`src/rtl/coord_pkg.sv`:
```
// rtl/coord_pkg.sv - shared encodings, element sizing and sequencer states
package coord_pkg;

    localparam logic [2:0] FMT_U8    = 3'd0;
    localparam logic [2:0] FMT_S8    = 3'd1;
    localparam logic [2:0] FMT_U16   = 3'd2;
    localparam logic [2:0] FMT_S16   = 3'd3;
    localparam logic [2:0] FMT_FLOAT = 3'd4;

    typedef enum logic [2:0] {
        IDLE,
        FETCH,
        ISSUE,
        WAIT,
        OUT
    } state_t;

    // Bytes occupied by one packed element; illegal codes are treated as FLOAT.
    function automatic logic [2:0] elem_size(input logic [2:0] fmt);
        case (fmt)
            FMT_U8, FMT_S8:   elem_size = 3'd1;
            FMT_U16, FMT_S16: elem_size = 3'd2;
            default:          elem_size = 3'd4;
        endcase
    endfunction

endpackage

```
`src/rtl/coord_elem_unpack.sv`:
```
// rtl/coord_elem_unpack.sv - extracts one big-endian element from a word, right-aligned
module coord_elem_unpack (
    input  logic [31:0] buf_word,
    input  logic [1:0]  offset,
    input  logic [2:0]  size,
    output logic [31:0] elem
);

    logic [31:0] shifted;

    // Move the addressed byte to the MSB, then keep the top size bytes zero-extended.
    always_comb begin
        shifted = buf_word << {offset, 3'b000};
        case (size)
            3'd1:    elem = {24'd0, shifted[31:24]};
            3'd2:    elem = {16'd0, shifted[31:16]};
            default: elem = shifted;
        endcase
    end

endmodule

```
`src/rtl/coord_attr_sequencer.sv`:
```
// rtl/coord_attr_sequencer.sv - feeds attribute components through the shared coordinate converter
module coord_attr_sequencer
    import coord_pkg::*;
(
    input  logic        clk,
    input  logic        resetn,
    input  logic        cmd_valid,
    output logic        cmd_ready,
    input  logic [2:0]  cmd_format,
    input  logic [1:0]  cmd_count,
    input  logic [4:0]  cmd_shift,
    input  logic        in_valid,
    output logic        in_ready,
    input  logic [31:0] in_data,
    output logic        conv_start,
    output logic [31:0] conv_data,
    output logic [2:0]  conv_format,
    output logic [4:0]  conv_shift,
    input  logic        conv_valid,
    input  logic [31:0] conv_result,
    output logic        out_valid,
    input  logic        out_ready,
    output logic [31:0] out_data,
    output logic [1:0]  out_index,
    output logic        out_last,
    output logic        err_fmt,
    output logic        err_count
);

    state_t      state_q, state_d;
    logic [2:0]  fmt_q;
    logic [1:0]  count_q;
    logic [4:0]  shift_q;
    logic [31:0] buf_q;
    logic [1:0]  offset_q;
    logic [1:0]  index_q;
    logic [31:0] out_data_q;
    logic        err_fmt_q;
    logic        err_count_q;

    logic [2:0]  size;
    logic [3:0]  next_off;
    logic        next_fits;
    logic        is_last;

    assign size      = elem_size(fmt_q);
    assign next_off  = {2'b00, offset_q} + {1'b0, size};
    assign next_fits = (next_off + {1'b0, size}) <= 4'd4;
    assign is_last   = (index_q == (count_q - 2'd1));

    coord_elem_unpack u_unpack (
        .buf_word (buf_q),
        .offset   (offset_q),
        .size     (size),
        .elem     (conv_data)
    );

    assign conv_format = fmt_q;
    assign conv_shift  = shift_q;
    assign out_data    = out_data_q;
    assign out_index   = index_q;
    assign out_last    = (state_q == OUT) && is_last;
    assign err_fmt     = err_fmt_q;
    assign err_count   = err_count_q;

    // Next-state and handshake decode; one converter transaction in flight at most.
    always_comb begin
        state_d    = state_q;
        cmd_ready  = 1'b0;
        in_ready   = 1'b0;
        conv_start = 1'b0;
        out_valid  = 1'b0;
        case (state_q)
            IDLE: begin
                cmd_ready = 1'b1;
                if (cmd_valid && (cmd_count != 2'd0)) state_d = FETCH;
            end
            FETCH: begin
                in_ready = 1'b1;
                if (in_valid) state_d = ISSUE;
            end
            ISSUE: begin
                conv_start = 1'b1;
                state_d    = conv_valid ? OUT : WAIT;
            end
            WAIT: begin
                if (conv_valid) state_d = OUT;
            end
            OUT: begin
                out_valid = 1'b1;
                if (out_ready) begin
                    if (is_last)        state_d = IDLE;
                    else if (next_fits) state_d = ISSUE;
                    else                state_d = FETCH;
                end
            end
            default: state_d = IDLE;
        endcase
    end

    // State, command latch, word buffer, result capture and sticky error flags.
    always_ff @(posedge clk) begin
        if (!resetn) begin
            state_q     <= IDLE;
            fmt_q       <= FMT_FLOAT;
            count_q     <= 2'd0;
            shift_q     <= 5'd0;
            buf_q       <= 32'd0;
            offset_q    <= 2'd0;
            index_q     <= 2'd0;
            out_data_q  <= 32'd0;
            err_fmt_q   <= 1'b0;
            err_count_q <= 1'b0;
        end else begin
            state_q <= state_d;
            if (state_q == IDLE && cmd_valid) begin
                fmt_q   <= (cmd_format > FMT_FLOAT) ? FMT_FLOAT : cmd_format;
                count_q <= cmd_count;
                shift_q <= cmd_shift;
                index_q <= 2'd0;
                if (cmd_format > FMT_FLOAT) err_fmt_q   <= 1'b1;
                if (cmd_count == 2'd0)      err_count_q <= 1'b1;
            end
            if (state_q == FETCH && in_valid) begin
                buf_q    <= in_data;
                offset_q <= 2'd0;
            end
            if ((state_q == ISSUE || state_q == WAIT) && conv_valid) begin
                out_data_q <= conv_result;
            end
            if (state_q == OUT && out_ready && !is_last) begin
                index_q  <= index_q + 2'd1;
                offset_q <= next_off[1:0];
            end
        end
    end

endmodule

```
`config.mk`:
```
export PLATFORM = sky130hd
export DESIGN_NAME = coord_attr_sequencer
export DESIGN_NICKNAME = d
export VERILOG_FILES = /design/src/rtl/coord_pkg.sv /design/src/rtl/coord_elem_unpack.sv /design/src/rtl/coord_attr_sequencer.sv
export SDC_FILE = /design/constraint.sdc
export NUM_CORES = 1
export LEC_CHECK = 0
export CORE_MARGIN = 3
export CORE_UTILIZATION = 49
export CTS_BUF_LIST = sky130_fd_sc_hd__clkbuf_4 sky130_fd_sc_hd__clkbuf_8
export DETAILED_ROUTE_END_ITERATION = 6
export GPL_ROUTABILITY_DRIVEN = 0
export HOLD_SLACK_MARGIN = 0.08
export PLACE_DENSITY = 0.93
export SLEW_MARGIN = 20
export SYNTH_ARGS = -nofsm -noshare
export SYNTH_HDL_FRONTEND = slang
export SYNTH_SLANG_ARGS = --single-unit
```
`constraint.sdc`:
```
create_clock -name clk -period 8.75 [get_ports clk]
set_input_delay 2.1875 -clock clk [delete_from_list [all_inputs] [get_ports clk]]
set_output_delay 2.1875 -clock clk [all_outputs]
set_load 0.005 [all_outputs]
```
# Word-level counts from Yosys, hierarchy flattened
# Cells that the tools add are included.
word_totals:
  regBits: 83
  inputBits: 80
  word_cells: 70
op_classes:
  add_sub_neg: 4
  order_cmp: 2
  eq_ne: 14
  shifts: 1
  muxes: 19
  n_reduce_logical: 20
ops:
  columns: ["op", "n"]
  rows:
  - ["32-bit one-hot mux with 2 select lines", 1]
  - ["32-bit by 5-bit left shift with 32-bit output", 1]
  - ["3-bit 2-to-1 mux", 6]
  - ["3-bit by 2-bit == test with 1-bit output (second input constant)", 5]
  - ["3-bit one-hot mux with 5 select lines", 1]
  - ["2-bit 2-to-1 mux", 6]
  - ["3-bit by 1-bit == test with 1-bit output (second input constant)", 3]
  - ["2-bit != test (second input constant)", 4]
  - ["1-bit logical AND", 7]
  - ["3-bit zero test", 2]
  - ["3-bit one-hot mux with 2 select lines", 1]
  - ["2-bit nonzero test", 3]
  - ["2-bit by 3-bit adder with 4-bit output", 1]
  - ["4-bit by 3-bit adder with 4-bit output", 1]
  - ["4-bit by 3-bit less-or-equal comparator with 1-bit output (second input constant)", 1]
  - ["1-bit 2-to-1 mux", 4]
  - ["2-bit AND reduction", 2]
  - ["4-bit AND reduction", 1]
  - ["2-bit OR reduction", 2]
  - ["3-bit == test (second input constant)", 1]
  - ["3-bit > comparator (second input constant)", 1]
  - ["2-bit by 1-bit adder with 2-bit output (second input constant)", 1]
  - ["2-bit == test", 1]
  - ["2-bit zero test", 1]
  - ["other kinds (3)", 3]

# Logic depth before layout (Yosys ltp)
# Gate-level depths: netlist of run 1.
logic_depth:
  word_depth: 10
  mapped_depth: 13

# By module
# From an unflattened synthesis of run 1, not the netlist that was laid out.
unflattened:
  cells_unflattened: 540
  hier_area_um2: 4182.8
modules_own_cells:
  columns: ["module", "n_inst", "cells_per_inst", "area_per_inst_um2"]
  rows:
  - ["coord_attr_sequencer", 1, 412, 3246.9]
  - ["coord_elem_unpack", 1, 128, 935.9]

# Worst setup path before layout of run 1
# No wires, ideal clock.
synth_path:
  path_kind: "reg-to-output"
  start: "register offset_q[0]"
  end: "output conv_data[0]"
  arrival_ns: 1.310
  required_time_ns: 6.562
  path_slack_ns: 5.253
  path_stages_with_launch: 8
  n_path_buf: 3
  cell_sequence: "dfxtp_1 > buf_2 > buf_4 > buf_4 > a211oi_1 > a21oi_1 > mux2i_1 > o21ai_1"
synth_between:
  elab_chain_len: 2
synth_lines:
  columns: ["element", "line", "text"]
  rows:
  - ["start: declaration", "coord_attr_sequencer.sv:35", "logic [1:0] offset_q;"]
  - ["start signal: assignment", "coord_attr_sequencer.sv:133", "offset_q <= next_off[1:0];"]
  - ["32-bit by 5-bit left shift with 32-bit output", "coord_elem_unpack.sv:13", "shifted = buf_word << {offset, 3'b000};"]
  - ["32-bit one-hot mux with 2 select lines", "coord_elem_unpack.sv:14", "case (size)"]
  - ["end: declaration", "coord_attr_sequencer.sv:16", "output logic [31:0] conv_data,"]
# No other way between the ends.

# Final worst setup path of run 1
layout_path:
  start: "register fmt_q[2] (netlist: conv_format[2])"
  end: "output conv_data[0]"
layout_between:
  elab_chain_len: 5
  word_cells_on_any_way: 10
  classes_between: "eq/ne: 5; mux: 2; reduce/logical: 3"
layout_lines:
  columns: ["element", "line", "text"]
  rows:
  - ["start: declaration", "coord_attr_sequencer.sv:31", "logic [2:0] fmt_q;"]
  - ["start signal: assignment", "coord_attr_sequencer.sv:117", "fmt_q <= (cmd_format > FMT_FLOAT) ? FMT_FLOAT : cmd_format;"]
  - ["3-bit by 2-bit == test with 1-bit output, or another cell as far along", "coord_pkg.sv:20", "case (fmt)"]
  - ["2-bit OR reduction", "coord_pkg.sv:20", null]
  - ["3-bit one-hot mux with 2 select lines (*)", "coord_pkg.sv:20", null]
  - ["3-bit by 2-bit == test with 1-bit output / 3-bit by 1-bit == test with 1-bit output (equally long branches)", "coord_elem_unpack.sv:14", null]
  - ["32-bit one-hot mux with 2 select lines (*)", "coord_elem_unpack.sv:14", null]
# Every way passes the cells marked *; elsewhere a longest branch is shown, timed or not.

==> impl_metrics.json, run 1 <==
{
  "tns_ps": 0,
  "grt_overflow": 0,
  "seq_area_mm2": 0.00166,
  "hold_viol_final": 0,
  "clock_sinks": 83,
  "grt_pass1_wl_um": 19400,
  "multi_input_area_mm2": 0.00237,
  "n_antenna_cell": 0,
  "pwr-share-clk_pct": 31.8,
  "synth_top_area_share_pct": 39.3,
  "worstSetupPathType": "reg2out",
  "reg2reg_slack_ps": 5120,
  "dr.first_iter.drc_count": 182,
  "synth.net_count": 617,
  "h-tree-depth": 3,
  "drtAntennaViolNets": 0,
  "worst_ep_required_time_ps": 6560,
  "power.total_mw": 0.884,
  "hold_end": "out_data[26]",
  "dr_total_vias": 4147,
  "tritoncts": "built",
  "rr_worst_depth": 10,
  "die_x_um": 98.9,
  "yosysWarnings": 0,
  "clk_path_buf_depth": 2,
  "syn_inst": 531,
  "wl_um": 11800,
  "num-nets-final": 750,
  "path_common_cell": "nand2_1",
  "clkLatencyLatePin_ps": 340,
  "rsz0062_at_grt": "false",
  "relSlewSlack_pct": 39.4,
  "status": "complete, no violations",
  "top_usage_layer": "met2",
  "synth-async-reset-ratio_pct": 0,
  "combPwrFrac_pct": 20.8,
  "synthFlopType": "dfxtp_1",
  "ios": 161,
  "whs_path_depth": 2,
  "drive_gt1_share_pct": 4.63,
  "critPathCaptureType": "primary output",
  "fin_crit_sh_pct": 58.2,
  "post_cts_resize_count": 0,
  "nFillCells": 600,
  "power.internal_mw": 0.647,
  "drc": 0,
  "grt_usage_pct": 24.0,
  "root_buffer": "clkbuf_8",
  "cts_buffers": 9,
  "arrival_ps": 2910,
  "max_freq_mhz": 196,
  "synth_edf_count": 0,
  "worst_slew_pin_slew_ps": 908,
  "crit_chain": "nand2_1 > nor2_1 > nand2_1 > o21ai_1 > clkdlybuf4s50_1",
  "fin_skew_ps": 8.02,
  "drt-pass1-iter-count": 5,
  "ys_types": 40,
  "clk_pin_slew_ps": 80,
  "path_max_fanout": 33,
  "setup_viol": 0,
  "grtUsageMet3_pct": 7.43,
  "post-cts-setup-buffers": 0,
  "grt_pass1_vias": 4212,
  "critPathMaxStageDelay_ps": 920,
  "r2r_end": "state_q[1]",
  "start_kind": "register",
  "dp_hpwl_um": 8730,
  "switching_share_pct": 26.8,
  "synth_area_leaders": "dfxtp_1 (39%), nand2_1 (15%), a21boi_1 (13%)",
  "dieArea_mm2": 0.00978,
  "crit_path_top_delay_cell": "dfxtp_1",
  "finalMaxSlewViolations": 0,
  "wl_per_cell_um": 15.2,
  "grt_start_max_net_pins": 86,
  "synth.avg_cell_area_um2": 7.96,
  "met2_usage_pct": 41.2,
  "grt_antenna_before_repair": 0,
  "cts_hold_buf": 0,
  "grt_use_met1_pct": 27.7,
  "placementRows": 33,
  "core-area_mm2": 0.00830,
  "synth_seq_cells": 83,
  "crit-reg2reg-launch": "conv_format[2]",
  "via_per_inst": 5.36,
  "switching_power_mw": 0.237,
  "cellLeakagePower_nw": 2.10,
  "hp-start": "out_data[26]",
  "portBuffers": 160,
  "initial_core_util_pct": 51.0,
  "peakVddDrop_uv": 101,
  "fin_crit_ps": 5090,
  "hold_path_class": "reg2reg",
  "maxCapViolations": 0,
  "p_seq_share_pct": 47.4,
  "powerDensity_mw_per_mm2": 147,
  "synth_top_cell_by_area": "dfxtp_1",
  "areaGrowthSynthToFinish_pct": 42.2,
  "yosysSeqAreaShare_pct": 39.3,
  "die_y_um": 98.9,
  "synth_area_mm2": 0.00423
}
-- cell type report --
cell class / count / area share [%]
Clock inverter: 4 / 0.832
Sequential cell: 83 / 27.6
Tap cell: 105 / 2.19
Timing Repair Buffer: 162 / 26.8
Inverter: 8 / 0.499
Clock buffer: 12 / 2.54
Multi-Input combinational cell: 400 / 39.5
-- cell usage after synthesis (2+ instances only) --
master / number
xor2_1: 2
o2bb2ai_1: 8
mux2i_1: 24
o211a_1: 2
inv_1: 6
nand2_1: 167
nor3_1: 4
o21a_1: 5
o21ai_1: 16
nor3b_1: 2
nor2_1: 11
a211oi_1: 8
and3_1: 3
nand2b_1: 3
nand3b_1: 4
dfxtp_1: 83
clkbuf_1: 20
buf_1: 2
buf_2: 15
nor2b_1: 13
nor4b_2: 2
fa_1: 2
a21boi_1: 73
buf_4: 3
and2_1: 19
a21oi_1: 14
ha_1: 4
o21ai_0: 4
-- through the flow --
step	hold slack (ps)	util [%]	area [µm²]	instances	setup WS, ps
global placement	439	69.8	5800	758	4090
floorplan	430	-	4230	531	5250
finish	456	72.4	6010	774	3660
CTS	456	72.3	6000	774	3640
global route	481	72.4	6010	774	3320
detailed placement	446	69.9	5800	758	4040
-- power by group through the flow --
stage	clock [mW]	sequential [mW]	combinational [mW]
after floorplan	0	0.418	0.0961
after global placement	0	0.425	0.178
after detailed placement	0	0.427	0.183
after CTS	0.285	0.419	0.184
after global routing	0.301	0.422	0.202
final	0.281	0.419	0.184
-- placed cells by master (no fill, tap or decap), types with 4 or more instances in the layout --
cell and n:
nand2_1 167, clkdlybuf4s50_1 159, dfxtp_1 83, a21boi_1 73, mux2i_1 24, and2_1 19, o21ai_1 16, a21oi_1 14
nor2b_1 12, nor2_1 10, clkbuf_8 10, a211oi_1 8, o2bb2ai_1 8, inv_1 6, o21a_1 5, nor3_1 4
o21ai_0 4, nand3b_1 4, ha_1 4
-- cells by family after synthesis --
logic type	Yosys count	synth area share, %
AOI/OAI and AO/OA	135	22.8
xor gates and xnor gates	2	0.414
adders and majority gates	6	2.13
buffers and inverters	48	4.97
DFF	83	39.3
muxes	26	6.27
and+or+nand+nor	231	24.2
-- registers in the layout, summed over array words and instances, names as in the netlist --
name	count
count_q	2
out_data	32
state_q	3
err_fmt	1
conv_format	3
err_count	1
offset_q	2
out_index	2
buf_q	32
conv_shift	5
-- worst max-delay path, delay by kind of cell, from the launching register on --
family	cells	cell delay, ps
and+or+nand+nor	3	990
DFF	1	920
buffers and inverters	1	540
AOI/OAI and AO/OA	1	110
-- layer usage --
metal  up-vias  routed length, µm  part of all wire, %
met1      1918               4590                   39
met2       162               5710                   49
li1       2034                  -                    -
met4         0                337                  2.9
met3        33               1110                  9.5
met5         -                  0                    0
-- how the worst max path moves through the flow --
stage | cells after the start | start | end | slack (ps)
final | 5 | conv_format[2] | conv_data[0] | 3660
after global routing | 5 | conv_format[2] | conv_data[6] | 3320
after CTS | 5 | conv_format[2] | conv_data[0] | 3640
after detailed placement | 5 | conv_format[2] | conv_data[0] | 4040
after global placement | 5 | conv_format[2] | conv_data[0] | 4090
after floorplan | 7 | offset_q[0] | conv_data[0] | 5250
Note: power is estimated with default switching activity, not from simulation.
==> run 2, diff against run 1 <==
--- a/config.mk
+++ b/config.mk
@@ -6,12 +6,12 @@
 export NUM_CORES = 1
 export LEC_CHECK = 0
 export CORE_MARGIN = 3
-export CORE_UTILIZATION = 49
+export CORE_UTILIZATION = 46
 export CTS_BUF_LIST = sky130_fd_sc_hd__clkbuf_4 sky130_fd_sc_hd__clkbuf_8
 export DETAILED_ROUTE_END_ITERATION = 6
 export GPL_ROUTABILITY_DRIVEN = 0
 export HOLD_SLACK_MARGIN = 0.08
-export PLACE_DENSITY = 0.93
+export PLACE_DENSITY = 0.88
 export SLEW_MARGIN = 20
 export SYNTH_ARGS = -nofsm -noshare
 export SYNTH_HDL_FRONTEND = slang
==> constraint.sdc (replaced) <==
create_clock -name clk -period 5.05 [get_ports clk]
set_input_delay 1.2625 -clock clk [delete_from_list [all_inputs] [get_ports clk]]
set_output_delay 1.2625 -clock clk [all_outputs]
set_load 0.005 [all_outputs]
==> impl_metrics.json, run 2 (synthesized netlist as in run 1, its figures left out) <==
{
  "rr_worst_depth": 10,
  "timing.critical_path.buf_inv": 2,
  "worst_slew_pin_slew_ps": 896,
  "grt_pass1_vias": 3990,
  "finalMaxSlewViolations": 0,
  "drtAntennaViolNets": 0,
  "seq_area_mm2": 0.00166,
  "placementRows": 34,
  "grt_antenna_before_repair": 0,
  "post_cts_resize_count": 0,
  "via_per_inst": 5.25,
  "clk_path_buf_depth": 2,
  "path_common_cell": "o21ai_1",
  "tns_ps": 0,
  "fin_crit_ps": 3850,
  "crit_chain": "buf_4 > nor2b_1 > nand2_1 > o21ai_1 > mux2i_1 > o21ai_1 > clkdlybuf4s50_1",
  "status": "complete, no violations",
  "crit_path_top_delay_cell": "clkdlybuf4s50_1",
  "fin_crit_sh_pct": 76.2,
  "rsz0062_at_grt": "false",
  "wl_um": 11800,
  "mostFrequentLayoutCells": "nand2_1 (167), clkdlybuf4s50_1 (159), dfxtp_1 (83)",
  "cellLeakagePower_nw": 2.13,
  "clkLatencyLatePin_ps": 340,
  "grt_start_max_net_pins": 62,
  "critPathCaptureType": "primary output",
  "ios": 161,
  "worstSetupPathType": "reg2out",
  "peakVddDrop_uv": 179,
  "dp_hpwl_um": 8860,
  "placed_cell_area_mm2": 0.00584,
  "arrival_ps": 2580,
  "relSlewSlack_pct": 40.2,
  "cp.depth": 7,
  "hold_path_class": "reg2reg",
  "path_max_fanout": 30,
  "grt_overflow": 0,
  "tritoncts": "built",
  "drc": 0,
  "powerDensity_mw_per_mm2": 258,
  "die_x_um": 102,
  "h-tree-depth": 3,
  "fin_skew_ps": 7.31,
  "drt-pass1-iter-count": 4,
  "initial_core_util_pct": 48.0,
  "areaGrowthSynthToFinish_pct": 43.0,
  "critPathMaxStageDelay_ps": 530,
  "die_y_um": 102,
  "drive_gt1_share_pct": 4.91,
  "wl_per_cell_um": 15.1,
  "power.total_mw": 1.56,
  "dieArea_mm2": 0.0104,
  "dr_total_vias": 4098,
  "clock_sinks": 83,
  "max_freq_mhz": 260,
  "start_kind": "register",
  "portBuffers": 160,
  "dp_cells": 765,
  "startpoint": "offset_q[0]",
  "multi_input_area_mm2": 0.00237,
  "cts_buffers": 9,
  "final_common_cell": "nand2_1",
  "worst_ep_required_time_ps": 3790,
  "n_antenna_cell": 0,
  "core-area_mm2": 0.00881,
  "clk_pin_slew_ps": 80,
  "grt_usage_pct": 22.6,
  "crit_family": "buffers and inverters",
  "crit-reg2reg-launch": "conv_format[1]",
  "hold_viol_final": 0,
  "whs_path_depth": 2,
  "maxCapViolations": 0,
  "grt_pass1_wl_um": 18900,
  "root_buffer": "clkbuf_8",
  "num-nets-final": 754,
  "post-cts-setup-buffers": 0,
  "setup_viol": 0,
  "hp-start": "out_data[30]",
  "cts_hold_buf": 0,
  "nFillCells": 714,
  "instances_no_fill": 780,
  "dr.first_iter.drc_count": 141,
  "fin_area_mm2": 0.00605
}
## run 2: changes by cell type in the layout (fill, tap and decap cells not counted), sizes merged
cell      before  now
buf            3    7
clkinvlp       2    0
bufinv         1    2
clkinv         2    4
clkbuf        12   10
## run 2: worst paths after layout
kind | to | slack [ps]
min reg2reg | out_data[30] | 450
max reg2reg | state_q[1] | 1660
max | conv_data[3] | 1200
min | out_data[30] | 450
## run 2: per-layer routing
metal	global-route usage, %	vias to the layer above	part of all wire, %
met1	27.7	1880	42
met3	8.26	23	9.0
met5	0	-	0
met2	36.5	147	47
met4	8.48	0	2.3
li1	-	2048	-
## run 2: layout make-up
class,count,share of cell area (%)
Clock inverter,5,1.30
Clock buffer,10,2.17
Inverter,8,0.497
Multi-Input combinational cell,400,39.2
Sequential cell,83,27.5
Tap cell,108,2.24
Timing Repair Buffer,166,27.2
## run 2: where the power goes
group	switching [mW]	leakage, nW	internal, mW
sequential	0.0297	0.673	0.689
combinational	0.146	1.35	0.181
clock	0.231	0.110	0.281
## run 2: per-stage QoR
stage	hold slack (ps)	worst slack, ps	utilization [%]
6_report	454	1200	68.7
5_1_grt	476	999	68.7
4_1_cts	460	1190	68.7
3_5_place_dp	448	1570	66.3
3_3_place_gp	438	1700	66.2
2_1_floorplan	430	1870	-
## run 2: worst reg2reg max path: stages (launching register included)
cell and delay (ps):
dfxtp_1 800, nor2_1 170, ha_1 240, inv_1 70, fa_1 460, fa_1 550
nor4b_2 240, o32ai_1 110, mux2_2 300, o32ai_2 220, o211a_1 180
==> run 3, diff against run 2 <==
--- a/config.mk
+++ b/config.mk
@@ -6,12 +6,12 @@
 export NUM_CORES = 1
 export LEC_CHECK = 0
 export CORE_MARGIN = 3
-export CORE_UTILIZATION = 46
+export CORE_UTILIZATION = 41
 export CTS_BUF_LIST = sky130_fd_sc_hd__clkbuf_4 sky130_fd_sc_hd__clkbuf_8
 export DETAILED_ROUTE_END_ITERATION = 6
 export GPL_ROUTABILITY_DRIVEN = 0
 export HOLD_SLACK_MARGIN = 0.08
-export PLACE_DENSITY = 0.88
+export PLACE_DENSITY = 0.83
 export SLEW_MARGIN = 20
 export SYNTH_ARGS = -nofsm -noshare
 export SYNTH_HDL_FRONTEND = slang
==> constraint.sdc (replaced) <==
create_clock -name clk -period 3.1 [get_ports clk]
set_input_delay 0.775 -clock clk [delete_from_list [all_inputs] [get_ports clk]]
set_output_delay 0.775 -clock clk [all_outputs]
set_load 0.005 [all_outputs]
==> impl_metrics.json, run 3 (synthesized netlist as in run 1, its figures left out) <==
{
  "status": "complete, no violations",
  "dr.first_iter.drc_count": 191,
  "post_cts_resize_count": 1,
  "clk_pin_slew_ps": 80,
  "clkLatencyLatePin_ps": 350,
  "areaGrowthSynthToFinish_pct": 46.0,
  "fin_crit_ps": 2950,
  "clk_path_buf_depth": 2,
  "setup_viol": 0,
  "hold_ws_ps": 454,
  "cts_buffers": 9,
  "worst_ep_required_time_ps": 2320,
  "wl_per_cell_um": 14.8,
  "wl_um": 12000,
  "rsz0062_at_grt": "false",
  "instances_no_fill": 814,
  "grt_pass1_vias": 4020,
  "dieArea_mm2": 0.0116,
  "root_buffer": "clkbuf_8",
  "initial_core_util_pct": 42.7,
  "pwr-share-clk_pct": 32.5,
  "arrival_ps": 2170,
  "tns_ps": 0,
  "placementRows": 36,
  "n_antenna_cell": 0,
  "core-area_mm2": 0.00991,
  "max_freq_mhz": 339,
  "tritoncts": "built",
  "power.internal_mw": 1.86,
  "switching_share_pct": 26.8,
  "cts_hold_buf": 0,
  "hold_viol_final": 0,
  "p_seq_share_pct": 45.9,
  "fin_ws_ps": 154,
  "h-tree-depth": 3,
  "ios": 161,
  "via_per_inst": 5.14,
  "mostFrequentLayoutCells": "nand2_1 (167), clkdlybuf4s50_1 (159), dfxtp_1 (81)",
  "post-cts-setup-buffers": 0,
  "post-route-util_pct": 62.3,
  "grt_start_max_net_pins": 42,
  "final_common_cell": "nand2_1",
  "worstSetupPathType": "reg2out",
  "peakVddDrop_uv": 217,
  "hold_path_class": "reg2reg",
  "switching_power_mw": 0.683,
  "finalMaxSlewViolations": 0,
  "drtAntennaViolNets": 0,
  "powerDensity_mw_per_mm2": 413,
  "critPathCaptureType": "primary output",
  "grt_antenna_before_repair": 0,
  "drc": 0,
  "cellLeakagePower_nw": 2.18,
  "fin_crit_sh_pct": 95.0,
  "dp_hpwl_um": 8880,
  "path_max_fanout": 36,
  "combPwrFrac_pct": 21.7,
  "maxCapViolations": 0,
  "grt_pass1_wl_um": 18900,
  "portBuffers": 160,
  "dr_total_vias": 4180,
  "start_kind": "register",
  "die_y_um": 108,
  "num-nets-final": 762,
  "relSlewSlack_pct": 58.0,
  "die_x_um": 108,
  "drt-pass1-iter-count": 4,
  "grt_usage_pct": 20.3,
  "fin_skew_ps": 8.73,
  "pre_cts_ws_ps": 222,
  "dp_cells": 798,
  "grt_overflow": 0,
  "worst_slew_pin_slew_ps": 630,
  "drive_gt1_share_pct": 6.46,
  "clock_sinks": 83
}
[run 3: cell types whose count changed in the layout (fill, tap and decap cells not counted), moves of 2 or more]
| cell | before | now |
|---|---|---|
| buf_12 | 0 | 2 |
| dfxtp_1 | 83 | 81 |
| dfxtp_2 | 0 | 2 |
| buf_4 | 6 | 11 |
| clkbuf_8 | 9 | 12 |
[run 3: critical path, cell delays in order, from the launching register on]
cell and delay, ps:
dfxtp_1 390, buf_12 240, mux2i_1 140, a21oi_1 240, mux2i_1 100, o21ai_1 170
clkdlybuf4s50_1 530
[run 3: cell type report]
cell class | instances | area [µm²]
Fill cell | 838 | 3740
Multi-Input combinational cell | 400 | 2370
Timing Repair Buffer | 174 | 1730
Sequential cell | 83 | 1660
Tap cell | 133 | 166
Clock buffer | 12 | 165
Clock inverter | 4 | 47.5
Inverter | 8 | 30.0
[run 3: power by group through the flow]
stage / logic (mW) / registers (mW) / clock network, mW
after global placement: 0.536 / 1.19 / 0
after detailed placement: 0.548 / 1.19 / 0
final: 0.552 / 1.17 / 0.827
after global routing: 0.605 / 1.18 / 0.888
after CTS: 0.551 / 1.17 / 0.843
after floorplan: 0.272 / 1.18 / 0
[run 3: worst paths after layout]
check	startpoint	to	slack [ps]	cells after the start
min reg2reg	out_data[25]	out_data[25]	450	2
max reg2reg	conv_format[2]	state_q[1]	180	10
max	offset_q[0]	conv_data[4]	150	6
min	out_data[25]	out_data[25]	450	2
[run 3: stage by stage]
stage,cell area [µm²],power (mW)
after global placement,5920,1.72
after CTS,6140,2.56
after global routing,6170,2.67
after floorplan,4230,1.45
after detailed placement,5920,1.74
final,6170,2.55
[run 3: metal layers]
metal,wire [µm],part of all wire [%],global-route usage [%],up-vias
met1,4840,40,23.1,1932
met4,236,2.0,7.39,0
met5,0,0,0,-
met3,1090,9.1,7.20,25
li1,-,-,-,2068
met2,5850,49,35.0,155
